[config.mk]
export PLATFORM = sky130hd
export DESIGN_NAME = fp_cvt_writeback
export DESIGN_NICKNAME = d
export VERILOG_FILES = /design/src/rtl/fpu_pkg.sv /design/src/rtl/fpu_sync_fifo.sv /design/src/rtl/fp_cvt_writeback.sv
export SDC_FILE = /design/constraint.sdc
export NUM_CORES = 1
export LEC_CHECK = 0
export ABC_AREA = 1
export CORE_MARGIN = 2
export CORE_UTILIZATION = 45
export CTS_CLUSTER_DIAMETER = 100
export DETAILED_ROUTE_END_ITERATION = 12
export GPL_TIMING_DRIVEN = 0
export PLACE_DENSITY = 0.73
export SYNTH_ARGS = -nofsm -noshare
export SYNTH_HDL_FRONTEND = slang
export SYNTH_SLANG_ARGS = --single-unit
[constraint.sdc]
create_clock -name clk -period 2.9 [get_ports clk]
set_clock_uncertainty 0.05 [all_clocks]
set_input_delay 0.725 -clock clk [delete_from_list [all_inputs] [get_ports clk]]
set_output_delay 0.725 -clock clk [all_outputs]
set_load 0.02 [all_outputs]
[src/rtl/fpu_pkg.sv]
// Shared FPU definitions: result format encodings, flag positions
// and the writeback formatting helpers used by converter and writeback.
package fpu_pkg;

   typedef enum logic [1:0] {
      FMT_FP32   = 2'b00,
      FMT_FP64   = 2'b01,
      FMT_INT32  = 2'b10,
      FMT_UINT32 = 2'b11
   } fmt_e;

   // fflags bit positions
   localparam int FL_NV = 4;
   localparam int FL_DZ = 3;
   localparam int FL_OF = 2;
   localparam int FL_UF = 1;
   localparam int FL_NX = 0;

   // converter flag bit positions
   localparam int CF_NV = 3;
   localparam int CF_OF = 2;
   localparam int CF_UF = 1;
   localparam int CF_NX = 0;

   function automatic logic is_fp_fmt(input logic [1:0] t);
      return (t == FMT_FP32) || (t == FMT_FP64);
   endfunction

   // UINT32 is sign-extended too, matching RV64 W-result convention.
   function automatic logic [63:0] fmt_result(
      input logic [63:0] r,
      input logic [1:0]  t
   );
      logic [63:0] d;
      d = r;
      unique case (fmt_e'(t))
         FMT_FP32:   d = {32'hFFFF_FFFF, r[31:0]};
         FMT_FP64:   d = r;
         FMT_INT32,
         FMT_UINT32: d = {{32{r[31]}}, r[31:0]};
         default:    d = r;
      endcase
      return d;
   endfunction

   function automatic logic [4:0] map_flags(input logic [3:0] f);
      logic [4:0] m;
      m        = '0;
      m[FL_NV] = f[CF_NV];
      m[FL_OF] = f[CF_OF];
      m[FL_UF] = f[CF_UF];
      m[FL_NX] = f[CF_NX];
      return m;
   endfunction

endpackage

[src/rtl/fpu_sync_fifo.sv]
// Registered-output synchronous FIFO; head visible the cycle after
// its push, storage cleared on reset.
module fpu_sync_fifo
   import fpu_pkg::*;
#(
   parameter int WIDTH = 8,
   parameter int DEPTH = 2
) (
   input  logic             clk,
   input  logic             rst_n,
   input  logic             push,
   input  logic             pop,
   input  logic [WIDTH-1:0] wdata,
   output logic [WIDTH-1:0] rdata,
   output logic             full,
   output logic             empty
);

   localparam int AW = (DEPTH > 1) ? $clog2(DEPTH) : 1;
   localparam logic [AW:0] FULL_CNT = (AW+1)'(DEPTH);

   logic [WIDTH-1:0] mem [DEPTH];
   logic [AW-1:0]    wptr;
   logic [AW-1:0]    rptr;
   logic [AW:0]      count;
   logic             do_push;
   logic             do_pop;

   assign full    = (count == FULL_CNT);
   assign empty   = (count == '0);
   assign do_push = push && !full;
   assign do_pop  = pop && !empty;
   assign rdata   = mem[rptr];

   // Power-of-two depth: pointers wrap by natural overflow.
   always_ff @(posedge clk or negedge rst_n) begin
      if (!rst_n) begin
         for (int i = 0; i < DEPTH; i++) mem[i] <= '0;
         wptr  <= '0;
         rptr  <= '0;
         count <= '0;
      end else begin
         if (do_push) begin
            mem[wptr] <= wdata;
            wptr      <= wptr + 1'b1;
         end
         if (do_pop) rptr <= rptr + 1'b1;
         unique case ({do_push, do_pop})
            2'b10:   count <= count + 1'b1;
            2'b01:   count <= count - 1'b1;
            default: count <= count;
         endcase
      end
   end

endmodule

[src/rtl/fp_cvt_writeback.sv]
// Converter writeback stage: formats results at enqueue, buffers them,
// and accumulates sticky fflags as entries retire.
module fp_cvt_writeback
   import fpu_pkg::*;
#(
   parameter int DEPTH = 2,
   parameter int TAG_W = 5
) (
   input  logic             clk,
   input  logic             rst_n,
   input  logic             in_valid,
   output logic             in_ready,
   input  logic [63:0]      in_result,
   input  logic [1:0]       in_output_type,
   input  logic [TAG_W-1:0] in_tag,
   input  logic [3:0]       in_flags,
   output logic             out_valid,
   input  logic             out_ready,
   output logic [63:0]      out_data,
   output logic [TAG_W-1:0] out_tag,
   output logic             out_is_fp,
   output logic [4:0]       fflags,
   input  logic             fflags_we,
   input  logic [4:0]       fflags_wdata
);

   localparam int W = 64 + TAG_W + 1 + 4;

   logic [W-1:0] wr_entry;
   logic [W-1:0] rd_entry;
   logic [3:0]   head_flags;
   logic [4:0]   ret_flags;
   logic         full;
   logic         empty;
   logic         push;
   logic         pop;

   assign wr_entry = {
      fmt_result(in_result, in_output_type),
      in_tag,
      is_fp_fmt(in_output_type),
      in_flags
   };

   assign {out_data, out_tag, out_is_fp, head_flags} = rd_entry;

   // Gated by rst_n so the producer sees not-ready during reset.
   assign in_ready  = rst_n && !full;
   assign out_valid = !empty;
   assign push      = in_valid && in_ready;
   assign pop       = out_valid && out_ready;

   fpu_sync_fifo #(
      .WIDTH (W),
      .DEPTH (DEPTH)
   ) u_fifo (
      .clk   (clk),
      .rst_n (rst_n),
      .push  (push),
      .pop   (pop),
      .wdata (wr_entry),
      .rdata (rd_entry),
      .full  (full),
      .empty (empty)
   );

   assign ret_flags = pop ? map_flags(head_flags) : 5'b0;

   // A software write still keeps flags from an entry retiring this cycle.
   always_ff @(posedge clk or negedge rst_n) begin
      if (!rst_n) begin
         fflags <= '0;
      end else if (fflags_we) begin
         fflags <= fflags_wdata | ret_flags;
      end else begin
         fflags <= fflags | ret_flags;
      end
   end

endmodule

-- Yosys cells after proc, flatten, opt, wreduce, memory -nomap -nowiden
Index checks and enable logic that the tools add are counted.
- register bits after elaboration: 157
- input port bits: 85
- output and inout bits: 77
- logic and storage cells: 46
- add/subtract/negate cells: 4
- $lt $le $gt $ge: 3
- equal/unequal tests: 6
- mux-type cells: 10
- bitwise operators: 4
- reductions and logical operators: 13
- operator list (operator ; count):
    $mux W74 ; 4
    $pmux W64 S3 ; 1
    $bwmux W148 ; 1
    $demux W74 S1 ; 1
    $mux W5 ; 2
    $or A5 B5 Y5 ; 2
    $eq A2 B2 Y1 const B ; 4
    $logic_and A1 B1 Y1 ; 6
    $eq A2 B1 Y1 const B ; 2
    $ge A2 B2 Y1 const B ; 2
    $logic_not A2 Y1 ; 2
    $not A1 Y2 ; 2
    $pmux W2 S2 ; 1
    $add A1 B1 Y1 const B ; 2
    $add A2 B1 Y2 const B ; 1
    $logic_not A1 Y1 ; 2
    $lt A2 B1 Y1 const B ; 1
    $reduce_bool A2 Y1 ; 1
    $reduce_or A2 Y1 ; 1
    $sub A2 B1 Y2 const B ; 1
    $logic_or A1 B1 Y1 ; 1

-- Logic depth before layout (Yosys ltp)
Gate-level depths: netlist of run 1.
- depth in word-level cells: 7
- gate-level depth with buffers: 8

-- Cells and area by module
Synthesis of run 1 repeated with hierarchy kept, for this count alone.
- cells, all modules: 1039
- area total of the unflattened synthesis: 7977.7 sq um
- modules (own cells, without submodules) (module ; instances ; cells each ; area an instance (sq um) ; sequential area each (sq um)):
    fpu_sync_fifo ; 1 ; 927 ; 7196.9 ; 3803.6
    fp_cvt_writeback ; 1 ; 112 ; 780.7 ; 125.1

-- Worst setup path before layout of run 1
No wires, ideal clock.
- kind: in2out
- start: input port rst_n
- end: output port in_ready
- arrival: 1.234 ns
- data required time: 2.125 ns
- slack: 0.891 ns
- stages: 1
- buffers on the path: 0
- path through: a21boi_0
- word-level cells in the longest chain between the ends: 1
- RTL lines (item ; RTL line ; text):
    start, declared ; fp_cvt_writeback.sv:10 ; input logic rst_n,
    $logic_and A1 B1 Y1 ; fp_cvt_writeback.sv:48 ; assign in_ready = rst_n && !full;
    end, declared ; fp_cvt_writeback.sv:12 ; output logic in_ready,
Every way passes these cells.

-- Final worst setup path of run 1
- start: register u_fifo.rptr
- end: output port out_data[41]
- word-level cells in the longest chain between the ends: 4
- RTL lines (item ; RTL line ; text):
    start, declared ; fpu_sync_fifo.sv:24 ; logic [AW-1:0] rptr;
    start signal, assigned ; fpu_sync_fifo.sv:47 ; if (do_pop) rptr <= rptr + 1'b1;
    $not A1 Y2 (implied by the code) ; fpu_sync_fifo.sv:33 ; assign rdata = mem[rptr];
    $mux W74 (implied by the code) (3 in series) ; fpu_sync_fifo.sv:33 ;
    end, declared ; fp_cvt_writeback.sv:19 ; output logic [63:0] out_data,
Every way passes these cells. The select of a mux whose other input is x is not followed.

==> summary.md, run 1 <==
| Metric | Value |
|---|---|
| Total overflow reported by the global router | `0` |
| Inserted Clock Buffers | `17` |
| Synth cell types | `20` |
| Most used cell along the critical path | `sky130_fd_sc_hd__nand2_1` |
| Initial DRC count | `429` |
| Buffering stage count on the worst path with inverters included | `4` |
| Min setup slack post-route | `100 ps` |
| Port Buf Inserts | `161` |
| Wirelength per Cell | `14.4 um` |
| Layer with the highest usage | `met2` |
| Most frequent cells in the layout | `sky130_fd_sc_hd__nand2_1 (686), sky130_fd_sc_hd__dfrtp_1 (157), sky130_fd_sc_hd__clkdlybuf4s50_1 (102), sky130_fd_sc_hd__inv_1 (40), sky130_fd_sc_hd__dlymetal6s2s_1 (34)` |
| Global-route wire length before repair | `32.9 mm` |
| Vias in the first global route | `6558` |
| Data required time of the critical path | `2120 ps` |
| Clock tree from TritonCTS | `yes` |
| Crit path kind | `flop to primary output` |
| Total routed wirelength | `20.1 mm` |
| Area Growth Syn to Fin | `36.7%` |
| Syn. warnings | `0` |
| Crit path arrival time | `2020 ps` |
| Synthesized instance count | `989` |
| Initial antenna violation count | `0` |
| Sum Neg Setup Slack | `0 ps` |
| Die Wd | `131 um` |
| Post-route antenna net violation count | `0` |
| Max-cap check violation count | `0` |
| Top-level port count | `162` |
| Total vias in the final route | `6774` |
| FF-to-FF path depth | `7` |
| Final period utilization | `96.5%` |
| Final core utilization | `62.9%` |
| Register clock-pin slew on the reported worst setup and hold paths | `60 ps` |
| Number of sinks driven by the clock tree | `157` |
| Leak Pwr | `5.85 nW` |
| Maximum root-to-sink buffer count | `2` |
| Placer's final routability congestion estimate | `0.800` |
| Mapped Nets | `1075` |
| Result of the run | `completed` |
| Maximum number of pins on one net before global-route repair | `44` |
| Crit. Startpoint | `u_fifo.rptr` |
| FILL cells | `1458` |
| Worst IR Drop VDD | `0.523 mV` |
| Final hold slack | `109 ps` |
| Chip Height | `131 um` |
| Endpoint of the worst-slack reg-to-reg timing path | `u_fifo.mem[127]` |
| Vias per std cell | `4.84` |
| Commonest non-fill, non-tap cell in the layout | `sky130_fd_sc_hd__nand2_1` |
| Placeable core region | `15800 um2` |
| Grt met2 use | `39.1%` |
| Met1 routing resource usage after global routing | `32.3%` |
| Crit path cell chain | `inv_1, clkbuf_4, buf_4, nand2_1, nand2_1, clkdlybuf4s50_1` |
| Clock latency reported for the late side of the worst-skew pair | `420 ps` |
| Crit-path slowest cell | `sky130_fd_sc_hd__clkdlybuf4s50_1` |
| Hold Path Class | `input port to asynchronous set/reset pin` |
| Crit path depth | `6` |
| Synthesized area per cell | `7.36 um2` |
| Total routing resource utilization after global routing | `24.0%` |
| Post-layout min period | `2800 ps` |
| Critical Path Fanout Max | `10` |
| CP top delay family | `buffers and inverters` |
| Maximum achievable frequency | `0.357 GHz` |
| Slowest stage delay, CP | `590 ps` |
| Final hold violation count | `0` |
| Buffer type at the clock tree root | `sky130_fd_sc_hd__clkbuf_16` |
| Sequential area share after synthesis | `54.0%` |
| R2R Setup Slk | `1320 ps` |
| Met3 track utilization from global routing | `5.29%` |
| Total standard cell area after synthesis | `7280 um2` |
| Number of placement rows | `46` |
| Type of destination of the critical path | `primary output` |
| Layout Nets | `1258` |
| Hold_buf cts | `0` |
| Capturing instance or port of the critical path | `out_data[41]` |
| Count of H-tree levels built during CTS | `4` |
| Relative slew margins | `61.7%` |
| Die area | `17200 um2` |
| Starting density of the core | `46.0%` |
| Total power | `11.1 mW` |
| FF-to-FF Start | `u_fifo.count[0]` |
| Fraction of layout cells with a size suffix above 1 | `7.09%` |
| Slew at the pin closest to its max-slew limit | `572 ps` |
| Count of state elements after synthesis | `157` |
| Power per cell area | `1110 nW/um2` |
| Detailed Routing Iterations Pass 1 | `5` |
| Hpwl dp | `13.2 mm` |
| Placement Setup Slack | `-522 ps` |
| Number of buffers added for setup after CTS | `0` |
| Startpoint kind of the worst setup timing path | `flop` |
| Number of setup violations in the final report | `0` |
| Ant. Diodes | `0` |
| Final Slew Violations | `0` |
| DRC Markers | `0` |
[final cells by class]
class	count	area (um2)	area share (%)
buffer	54	377	3.78
clock buffer	21	460	4.63
clock inverter	11	118	1.18
inverter	41	154	1.55
multi-input combinational	737	2870	28.8
sequential	157	3930	39.5
tap	216	270	2.71
timing repair buffer	164	1780	17.8
[per-stage QoR]
stage | cell area [um2] | std cells
5_1_grt | 9950 | 1401
2_1_floorplan | 7280 | 989
6_report | 9950 | 1401
3_5_place_dp | 9200 | 1367
3_3_place_gp | 9160 | 1366
4_1_cts | 9870 | 1401
[what timing repair did]
action	CTS	global route
setup endpoints to repair	61	43
gates cloned	2	0
endpoints found under the hold margin	0	0
resized for setup	49	42
[logic make-up (layout without fill, tap and decap cells)]
kind of cell,after synthesis,in the layout,synth area share [%]
DFF,157,157,54.0
buffers and inverters,95,291,6.63
and+or+nand+nor,699,699,36.5
AOI/OAI and AO/OA,34,34,2.41
adders and majority gates,1,1,0.172
xor gates and xnor gates,3,3,0.361
[worst min path at each step]
| stage | from | cells past startpoint | to |
|---|---|---|---|
| 2_1_floorplan | rst_n | 0 | fflags[0] |
| 3_3_place_gp | u_fifo.mem[14] | 2 | u_fifo.mem[14] |
| 3_5_place_dp | u_fifo.mem[98] | 2 | u_fifo.mem[98] |
| 4_1_cts | rst_n | 1 | u_fifo.mem[96] |
| 5_1_grt | rst_n | 1 | u_fifo.mem[96] |
| 6_report | rst_n | 1 | u_fifo.mem[96] |
[registers in the layout, indices dropped and copies added (netlist names)]
name,cells
u_fifo.count,2
u_fifo.rptr,1
u_fifo.mem,148
fflags,5
u_fifo.wptr,1
[layer usage]
metal | vias up | part of all wire [%]
met3 | 29 | 5.7
met1 | 3192 | 46
met5 | - | 0
met4 | 0 | 1.7
li1 | 3318 | -
met2 | 235 | 47
[where the power goes]
| group | total [mW] | switching (mW) | internal (mW) |
|---|---|---|---|
| Clock | 2.19 | 0.884 | 1.31 |
| Sequential | 3.78 | 0.560 | 3.22 |
| Combinational | 5.13 | 3.02 | 2.10 |
[synthesized netlist by cell type]
| cell | n | area, um2 |
|---|---|---|
| sky130_fd_sc_hd__a21oi_1 | 32 | 160 |
| sky130_fd_sc_hd__nand3_4 | 1 | 17.5 |
| sky130_fd_sc_hd__ha_1 | 1 | 12.5 |
| sky130_fd_sc_hd__buf_2 | 17 | 85.1 |
| sky130_fd_sc_hd__xnor2_1 | 1 | 8.76 |
| sky130_fd_sc_hd__a21boi_0 | 1 | 7.51 |
| sky130_fd_sc_hd__dfrtp_1 | 157 | 3930 |
| sky130_fd_sc_hd__o21a_1 | 1 | 7.51 |
| sky130_fd_sc_hd__buf_1 | 6 | 22.5 |
| sky130_fd_sc_hd__nor2_2 | 2 | 12.5 |
| sky130_fd_sc_hd__nand3_1 | 5 | 25.0 |
| sky130_fd_sc_hd__inv_2 | 1 | 3.75 |
| sky130_fd_sc_hd__inv_1 | 40 | 150 |
| sky130_fd_sc_hd__nand2_2 | 1 | 6.26 |
| sky130_fd_sc_hd__buf_6 | 14 | 158 |
| sky130_fd_sc_hd__nand2_1 | 686 | 2570 |
| sky130_fd_sc_hd__nand4_1 | 2 | 12.5 |
| sky130_fd_sc_hd__clkbuf_1 | 17 | 63.8 |
| sky130_fd_sc_hd__xor2_1 | 2 | 17.5 |
| sky130_fd_sc_hd__nor2_1 | 2 | 7.51 |
Power figures use the tool's default switching activity.
==> run 2: changes to the inputs <==
--- a/config.mk
+++ b/config.mk
@@ -6,9 +6,11 @@
 export NUM_CORES = 1
 export LEC_CHECK = 0
 export ABC_AREA = 1
+export CAP_MARGIN = 5
 export CORE_MARGIN = 2
 export CORE_UTILIZATION = 45
 export CTS_CLUSTER_DIAMETER = 100
+export CTS_CLUSTER_SIZE = 25
 export DETAILED_ROUTE_END_ITERATION = 12
 export GPL_TIMING_DRIVEN = 0
 export PLACE_DENSITY = 0.73
==> results of run 2 <==
Final layout, timing and power as in run 1 (identical DEF).
==> run 3: changes to the inputs <==
--- a/config.mk
+++ b/config.mk
@@ -8,12 +8,12 @@
 export ABC_AREA = 1
 export CAP_MARGIN = 5
 export CORE_MARGIN = 2
-export CORE_UTILIZATION = 45
+export CORE_UTILIZATION = 40
 export CTS_CLUSTER_DIAMETER = 100
 export CTS_CLUSTER_SIZE = 25
 export DETAILED_ROUTE_END_ITERATION = 12
 export GPL_TIMING_DRIVEN = 0
-export PLACE_DENSITY = 0.73
+export PLACE_DENSITY = 0.66
 export SYNTH_ARGS = -nofsm -noshare
 export SYNTH_HDL_FRONTEND = slang
 export SYNTH_SLANG_ARGS = --single-unit
==> summary.md, run 3 (synthesized netlist as in run 1, its figures left out) <==
| Metric | Value |
|---|---|
| Result of the run | `completed` |
| Vias in the first global route | `6397` |
| Number of placement rows | `49` |
| Starting density of the core | `40.7%` |
| Layout Nets | `1257` |
| Crit-path slowest cell | `sky130_fd_sc_hd__clkdlybuf4s50_1` |
| DRC Markers | `0` |
| Number of setup violations in the final report | `0` |
| Relative slew margins | `57.6%` |
| Count of H-tree levels built during CTS | `4` |
| Hold_buf cts | `0` |
| Final Slew Violations | `0` |
| Crit path kind | `flop to primary output` |
| Port Buf Inserts | `161` |
| Initial DRC count | `389` |
| Type of destination of the critical path | `primary output` |
| Slowest stage delay, CP | `590 ps` |
| Vias per std cell | `4.65` |
| Total routed wirelength | `20.2 mm` |
| Final hold slack | `116 ps` |
| Die Wd | `139 um` |
| Commonest non-fill, non-tap cell in the layout | `sky130_fd_sc_hd__nand2_1` |
| Total routing resource utilization after global routing | `21.2%` |
| Top-level port count | `162` |
| Placeable core region | `17900 um2` |
| Slew at the pin closest to its max-slew limit | `634 ps` |
| Total vias in the final route | `6570` |
| Initial antenna violation count | `0` |
| Startpoint kind of the worst setup timing path | `flop` |
| Clock latency reported for the late side of the worst-skew pair | `420 ps` |
| Uppermost layer routed | `met4` |
| Number of sinks driven by the clock tree | `157` |
| Flip-flop count of the largest register after layout | `148` |
| Hold Path Class | `input port to asynchronous set/reset pin` |
| Worst IR Drop VDD | `0.574 mV` |
| Power per cell area | `1100 nW/um2` |
| Area Growth Syn to Fin | `36.5%` |
| Hpwl dp | `13.5 mm` |
| Maximum achievable frequency | `0.359 GHz` |
| Inserted Clock Buffers | `17` |
| Maximum number of pins on one net before global-route repair | `96` |
| Sum Neg Setup Slack | `0 ps` |
| Biggest registers after layout | `u_fifo.mem: 148 flops, fflags: 5 flops, u_fifo.count: 2 flops` |
| Most frequent cells in the layout | `sky130_fd_sc_hd__nand2_1 (686), sky130_fd_sc_hd__dfrtp_1 (157), sky130_fd_sc_hd__clkdlybuf4s50_1 (100), sky130_fd_sc_hd__dlymetal6s2s_1 (48), sky130_fd_sc_hd__inv_1 (40)` |
| Final period utilization | `95.9%` |
| Data required time of the critical path | `2120 ps` |
| Detailed-routed wire length on met3 | `949 um` |
| Total overflow reported by the global router | `0` |
| Placer's final routability congestion estimate | `0.766` |
| Buffering stage count on the worst path with inverters included | `2` |
| Wirelength per Cell | `14.3 um` |
| Register with the most flip-flops | `u_fifo.mem` |
| Buffer type at the clock tree root | `sky130_fd_sc_hd__clkbuf_16` |
| Max-cap check violation count | `0` |
| Detailed Routing Iterations Pass 1 | `5` |
| FILL cells | `1761` |
| Most used cell along the critical path | `sky130_fd_sc_hd__nand2_1` |
| Final hold violation count | `0` |
| Fraction of layout cells with a size suffix above 1 | `6.93%` |
| Register clock-pin slew on the reported worst setup and hold paths | `60 ps` |
| CP top delay family | `buffers and inverters` |
| Chip Height | `139 um` |
| Post-route antenna net violation count | `0` |
| Clock tree from TritonCTS | `yes` |
| Post-route met1 wirelength | `9.46 mm` |
| Ant. Diodes | `0` |
| Crit path arrival time | `2010 ps` |
| Post-layout min period | `2780 ps` |
| Die area | `19300 um2` |
| Global-route wire length before repair | `32.8 mm` |
| Sum of met2 wire segment lengths after detailed routing | `9.59 mm` |
| Critical Path Fanout Max | `10` |
| Maximum root-to-sink buffer count | `2` |
| Crit path cell chain | `clkbuf_1, nand2_1, nand2_1, clkdlybuf4s50_1` |
| Setup repair after global routing missed its margin | `false` |
| Leak Pwr | `5.94 nW` |
[run 3: changes by cell type in the layout (fill, tap and decap cells not counted), sizes merged, moves of 2 or more]
cell           before  now
clkbuf             36   40
bufinv              2    0
buf                41   38
dlymetal6s2s       34   48
clkdlybuf4s50     102  100
dlygate4sd2        24   12
bufbuf              2    0
[run 3: final timing paths]
path	from	end	slack (ps)	cells past startpoint
min	rst_n	u_fifo.mem[114]	120	1
max in group asynchronous	rst_n	u_fifo.mem[144]	2100	2
min reg2reg	u_fifo.mem[64]	u_fifo.mem[64]	430	2
max reg2reg	u_fifo.count[0]	u_fifo.mem[121]	1280	7
min in group clk	u_fifo.mem[64]	u_fifo.mem[64]	430	2
max	u_fifo.rptr	out_data[30]	120	4
[run 3: cell type report]
class	count	area (um2)	share of cell area (%)
Timing Repair Buffer	163	1790	18.0
Sequential cell	157	3930	39.5
Clock buffer	21	470	4.73
Tap cell	229	287	2.88
Clock inverter	10	65.1	0.655
Inverter	41	154	1.55
Buffer	54	377	3.79
Multi-Input combinational cell	737	2870	28.9
[run 3: per-stage QoR]
stage          setup slack [ps]  total power [mW]  instance area, um2  instances  utilization (%)
2_1_floorplan               891              6.76                7280        989                -
3_3_place_gp              -5770              9.03                9180       1379             51.3
3_5_place_dp               -204              9.10                9210       1380             51.5
4_1_cts                   -20.6              11.2                9790       1411             54.7
5_1_grt                    8.99              11.8                9940       1412             55.5
6_report                    118              11.0                9940       1412             55.5
[run 3: repair_timing]
item,in CTS,in global routing
buffers inserted,0,0
gates cloned,0,1
setup endpoints to repair,68,55
hold endpoints to repair,0,0
resized for setup,37,49
[run 3: routing by layer]
layer	track usage, %	vias up
li1	-	3312
met5	0	-
met4	5.10	0
met3	4.04	15
met2	34.2	172
met1	29.9	3071
[run 3: power by group]
part / switching [mW] / internal [mW]
sequential: 0.543 / 3.22
combinational: 3.03 / 2.14
clock: 0.898 / 1.15
total: 4.47 / 6.51
